File: src/rtl/dc_ipu_bu_texel_source.sv
// Buffering Unit read side: streams 4-texel columns from four line-memory banks through a 2-entry skid FIFO.
// Optional stall statistics are enabled with `define DC_IPU_BU_SRC_STATS_EN.
module dc_ipu_bu_texel_source #(
   parameter int TEX_SIZE_WIDTH = 12,
   parameter int COLOR_WIDTH    = 8,
   localparam int RGB_WIDTH     = 3 * COLOR_WIDTH
) (
   input  logic                      clk,
   input  logic                      reset,
   input  logic                      ctl_start,
   input  logic                      ctl_abort,
   input  logic [TEX_SIZE_WIDTH-1:0] ctl_tex_width,
   input  logic [1:0]                ctl_row_rot,
   output logic                      busy,
   output logic                      done,
   output logic                      mem_rd_en,
   output logic [TEX_SIZE_WIDTH-1:0] mem_rd_addr,
   input  logic [RGB_WIDTH-1:0]      mem_rd_data [0:3],
   output logic                      texel_valid,
   input  logic                      texel_ready,
   output logic [RGB_WIDTH-1:0]      texel_data [0:3],
   output logic [15:0]               stat_stall_cnt
);

   typedef enum logic [1:0] {
      IDLE  = 2'd0,
      RUN   = 2'd1,
      DRAIN = 2'd2
   } state_e;

   state_e                    state_q, state_d;
   logic [TEX_SIZE_WIDTH-1:0] width_q, width_d;
   logic [TEX_SIZE_WIDTH-1:0] addr_q, addr_d;
   logic [1:0]                rot_q, rot_d;
   logic                      inflight_q, inflight_d;
   logic                      done_q, done_d;
   logic [1:0]                cnt_q, cnt_d;
   logic                      wr_ptr_q, rd_ptr_q;
   logic [RGB_WIDTH-1:0]      fifo_q [0:1][0:3];
   logic [RGB_WIDTH-1:0]      rot_data [0:3];

   logic       pop, push, issue, flush;
   logic [2:0] occ;

   // Credit: FIFO entries plus the read in flight, minus this cycle's pop, must leave room.
   assign texel_valid = (cnt_q != 2'd0);
   assign pop         = texel_valid & texel_ready;
   assign push        = inflight_q;
   assign occ         = 3'(cnt_q) + 3'(inflight_q) - 3'(pop);
   assign issue       = (state_q == RUN) && !ctl_abort && (occ < 3'd2);

   assign mem_rd_en   = issue;
   assign mem_rd_addr = addr_q;
   assign busy        = (state_q != IDLE);
   assign done        = done_q;

   always_comb begin
      for (int i = 0; i < 4; i++) begin
         rot_data[i]   = mem_rd_data[2'(i) + rot_q];
         texel_data[i] = fifo_q[rd_ptr_q][i];
      end
   end

   always_comb begin
      state_d    = state_q;
      width_d    = width_q;
      rot_d      = rot_q;
      addr_d     = addr_q;
      done_d     = 1'b0;
      inflight_d = issue;
      flush      = 1'b0;
      cnt_d      = cnt_q + 2'(push) - 2'(pop);
      case (state_q)
         IDLE: begin
            if (ctl_start) begin
               width_d = ctl_tex_width;
               rot_d   = ctl_row_rot;
               addr_d  = '0;
               state_d = (ctl_tex_width == '0) ? DRAIN : RUN;
            end
         end
         RUN: begin
            if (issue) begin
               addr_d = addr_q + TEX_SIZE_WIDTH'(1);
               if (addr_q == width_q - TEX_SIZE_WIDTH'(1)) state_d = DRAIN;
            end
         end
         DRAIN: begin
            // Finish when the last entry leaves this cycle so done lands right after the final transfer.
            if (!inflight_q && (cnt_q == 2'd0 || (cnt_q == 2'd1 && pop))) begin
               state_d = IDLE;
               done_d  = 1'b1;
            end
         end
         default: state_d = IDLE;
      endcase
      if (state_q != IDLE && ctl_abort) begin
         state_d = IDLE;
         done_d  = 1'b0;
         flush   = 1'b1;
         cnt_d   = 2'd0;
      end
   end

   always_ff @(posedge clk) begin
      if (reset) begin
         state_q    <= IDLE;
         width_q    <= '0;
         addr_q     <= '0;
         rot_q      <= '0;
         inflight_q <= 1'b0;
         done_q     <= 1'b0;
         cnt_q      <= 2'd0;
         wr_ptr_q   <= 1'b0;
         rd_ptr_q   <= 1'b0;
         for (int e = 0; e < 2; e++)
            for (int i = 0; i < 4; i++)
               fifo_q[e][i] <= '0;
      end else begin
         state_q    <= state_d;
         width_q    <= width_d;
         addr_q     <= addr_d;
         rot_q      <= rot_d;
         inflight_q <= inflight_d;
         done_q     <= done_d;
         cnt_q      <= cnt_d;
         if (flush) begin
            wr_ptr_q <= 1'b0;
            rd_ptr_q <= 1'b0;
         end else begin
            if (push) begin
               for (int i = 0; i < 4; i++) fifo_q[wr_ptr_q][i] <= rot_data[i];
               wr_ptr_q <= ~wr_ptr_q;
            end
            if (pop) rd_ptr_q <= ~rd_ptr_q;
         end
      end
   end

`ifdef DC_IPU_BU_SRC_STATS_EN
   logic [15:0] stall_q;

   always_ff @(posedge clk) begin
      if (reset) begin
         stall_q <= '0;
      end else if (state_q == IDLE && ctl_start) begin
         stall_q <= '0;
      end else if (texel_valid && !texel_ready && stall_q != 16'hFFFF) begin
         stall_q <= stall_q + 16'd1;
      end
   end

   assign stat_stall_cnt = stall_q;
`else
   assign stat_stall_cnt = '0;
`endif

endmodule

File: config.mk
export PLATFORM = sky130hd
export DESIGN_NAME = dc_ipu_bu_texel_source
export DESIGN_NICKNAME = d
export VERILOG_FILES = /design/src/rtl/dc_ipu_bu_texel_source.sv
export SDC_FILE = /design/constraint.sdc
export NUM_CORES = 1
export LEC_CHECK = 0
export ABC_AREA = 1
export CAP_MARGIN = 20
export CORE_UTILIZATION = 43
export DETAILED_ROUTE_END_ITERATION = 8
export PLACE_DENSITY_LB_ADDON = 0.08
export SYNTH_ARGS = -nofsm -noshare
export SYNTH_HDL_FRONTEND = slang
export SYNTH_SLANG_ARGS = --single-unit
File: constraint.sdc
create_clock -name clk -period 10.3 [get_ports clk]
set_clock_uncertainty 0.05 [all_clocks]
set_input_delay 1.03 -clock clk [delete_from_list [all_inputs] [get_ports clk]]
set_output_delay 1.03 -clock clk [all_outputs]
set_load 0.1 [all_outputs]
==> summary by stage <==
GRT
The total overflow left after global routing is 0. For this run, the total global-route usage over all layers was measured as 0.239. The pin count of the biggest net entering global routing is 76. The wire length of the first global-routing pass is 51.2 mm. The initial antenna violation count is 2.

The number of global-route vias before repair is 8953.

Setup path
The type of origin of the critical path is an input pin. The setup path with the least slack is of type input pin to primary output. The highest net fanout along the worst path is 4. The arrival time at the worst endpoint is 4.08 ns. At the worst endpoint, the required time is 9.22 ns. The endpoint type of the worst setup path is a primary output.

Timing
At the pin with the least slew margin, the transition time is 1.09 ns. The worst path in the final design needs a cycle of 5.16 ns, including I/O delays and setup. The final number of setup-violating endpoints is 0.

Static timing analysis puts the maximum clock frequency at 194 MHz. After routing, the total negative slack on setup checks comes to 0 ns. The number of hold violations in the final report is 0. Setup repair after global routing left no endpoint under its margin. The number of slew-limit violations in the final report is 0.

In this run the tightest slew margin relative to its limit is 0.277. Dividing the final minimum period by the clock period gives 0.501.

Pwr
IR analysis of the VDD net gives a maximum drop of 0.000147 V. The leakage dissipation is 6.14 nW. Power spread over the standard cell area amounts to 200 nW/um2. The total power is 3.05 mW.

Yosys
The commonest cells after synthesis are 220 x nand2_1, 192 x edfxtp_1, 176 x nor2_1. The share of the Yosys chip area taken by registers is 0.537. By area the synthesized netlist is led by edfxtp_1 48%, mux2_2 9.0%, nand2_1 6.9%. Synthesis inferred 227 register bits. Synthesis produced a netlist whose cell count is 1273. The most used flip-flop cell after synthesis is edfxtp_1. The post-synthesis area per instance is 9.45 um2. Yosys mapped a number of flops with a built-in enable equal to 192.

The number of distinct library cells after synthesis is 37. During synthesis, Yosys emitted a total of 0 warnings. The area share of the leading cell type in the synthesized netlist is 0.479. The synthesized cell area is 12000 um2.

The largest total area in the synthesized netlist belongs to edfxtp_1. The share of flip-flops with an asynchronous set or reset is 0. Yosys instantiated no cell more often than nand2_1.

Clocking
The clock net sink count is 227. Once the clock tree was built, the setup fixing pass inserted 0 buffers. The deepest clock path buffer count is 3.

The number of buffers created by CTS is 25. TritonCTS built the clock tree. The post-cts hold buffer count is 0.

The CTS clock-pin slew for the worst setup and hold paths is 0.06 ns. The quantity of gates resized following cts is 0. The root cell of the clock tree is clkbuf_16. The clock reaches the later pin of the worst-skew pair after 0.52 ns. The level count of the clock H-tree is 1.

Finish
The count of filler cells inserted in the layout is 2524. For this run, the post-layout net count is 1583. The fraction of final layout cells sized beyond drive strength 1 is 0.112. The growth of design area from synthesis to finish is 27.1%.

Place
The count of buffers added on input and output ports is 226. At the end of routability-driven placement, the weighted congestion stood at 0.856. The wire-length estimate of the detail-placed layout is 24.4 mm.

Routing
The first detailed-routing pass took 5 iterations. The number of antenna-violating nets in the routed design is 0. Using the TritonRoute via totals, the vias-per-cell ratio works out to 5.07. The first-iteration detailed-routing DRC count is 696. For this run, design rule violations remaining after detail routing come to 0. The routed via count is 9395.

In the final routed layout, each cell accounts on average for 18.4 um. For this block, the routed nets add up to 34.1 mm of wire.

Floorplanning
The y dimension of the die is 169 um. The total area inside the core boundary comes to 27200 um2. The effective utilization at floorplan is 0.443. The horizontal die dimension is 169 um. The row count is 60. During I/O placement, the number of pins put on the boundary was 243. The overall die area is 28700 um2.

Job
Max-cap violations in this run came to 0.

Outcome
The flow ran to the end, and the final reports show no timing, DRC or antenna violations.

Min path
The worst hold path belongs to the class register to register.
[report_power, final]
group / switching (mW) / internal [mW] / total (mW)
sequential: 0.0356 / 1.06 / 1.09
clock: 0.354 / 0.503 / 0.857
combinational: 0.806 / 0.300 / 1.11
total: 1.19 / 1.86 / 3.05
[state kept, by name (all words and copies together), names as in the netlist, named ones only]
| register | count |
|---|---|
| done | 1 |
| width_q | 12 |
| cnt_q | 2 |
| inflight_q | 1 |
| wr_ptr_q | 1 |
| rd_ptr_q | 1 |
| fifo_q | 192 |
| state_q | 2 |
| mem_rd_addr | 12 |
| rot_q | 2 |
[worst paths after layout]
| kind | startpoint | endpoint | slack (ns) | cells after the start |
|---|---|---|---|---|
| min | width_q[1]$_SDFFE_PP0P_ | width_q[1]$_SDFFE_PP0P_ | 0.44 | 2 |
| max reg2reg | state_q[0]$_SDFFE_PP0P_ | fifo_q[0][65]$_SDFFCE_PN0P_ | 7.09 | 9 |
| max | texel_ready | mem_rd_en | 5.14 | 12 |
| min reg2reg | width_q[1]$_SDFFE_PP0P_ | width_q[1]$_SDFFE_PP0P_ | 0.44 | 2 |
[kinds of logic (layout without fill, tap and decap cells)]
kind of cell    count (synthesis)  after routing  share of synthesized area
compound gates                198            198                     0.0837
xor+xnor                        6              6                    0.00437
fa+ha+maj                       5              5                    0.00582
buf+inv                       203            395                     0.0736
flops                         227            227                      0.537
mux                           142            142                      0.128
other cells                     1             18                   0.000312
simple gates                  491            491                      0.167
[worst max-delay path, stage by stage]
cell	delay [ns]
clkdlybuf4s50_1	0.42
nand2_1	0.10
inv_1	0.05
ha_1	0.26
inv_1	0.04
ha_1	0.19
fa_1	0.42
xnor2_1	0.13
nor2_1	0.10
nand2_1	0.12
inv_1	0.09
clkdlybuf4s50_1	1.13
[cell usage in the layout (no fill, tap or decap), types with 16 or more instances in the layout]
master,n
inv_1,106
dfxtp_1,32
mux2i_1,46
edfxtp_1,192
mux2_2,96
clkdlybuf4s50_1,226
nor2_1,176
clkbuf_16,25
nor3_1,59
nand2_1,218
nand3_1,18
conb_1,16
a21oi_1,27
o21ai_0,161
[routing by layer]
| layer | vias to the layer above | wire [um] | share of wire | global-route usage |
|---|---|---|---|---|
| li1 | 4669 | - | - | - |
| met1 | 4397 | 13800 | 0.41 | 0.287 |
| met2 | 271 | 17000 | 0.50 | 0.420 |
| met3 | 58 | 2110 | 0.062 | 0.0506 |
| met4 | 0 | 1210 | 0.035 | 0.0881 |
| met5 | - | 0 | 0 | 0 |
[layout make-up]
class | count | area [um2] | share of cell area
multi-input combinational | 858 | 4760 | 0.311
antenna | 2 | 5.00 | 0.000327
clock buffer | 36 | 717 | 0.0469
sequential | 227 | 6470 | 0.423
inverter | 110 | 415 | 0.0272
timing repair buffer | 241 | 2390 | 0.157
tap | 372 | 465 | 0.0304
clock inverter | 8 | 60.1 | 0.00393
[metrics by stage]
step / hold slack, ns / cell area, um2 / std cells / setup WS [ns] / util
after floorplan: 0.403 / 12100 / 1288 / 5.88 / -
after global routing: 0.466 / 15300 / 1854 / 4.98 / 0.563
after detailed placement: 0.421 / 14500 / 1808 / 5.14 / 0.534
after CTS: 0.441 / 15300 / 1852 / 5.13 / 0.563
final: 0.437 / 15300 / 1854 / 5.14 / 0.563
after global placement: 0.421 / 14500 / 1807 / 5.19 / 0.533
No activity file was read; power rests on OpenSTA's default activity.
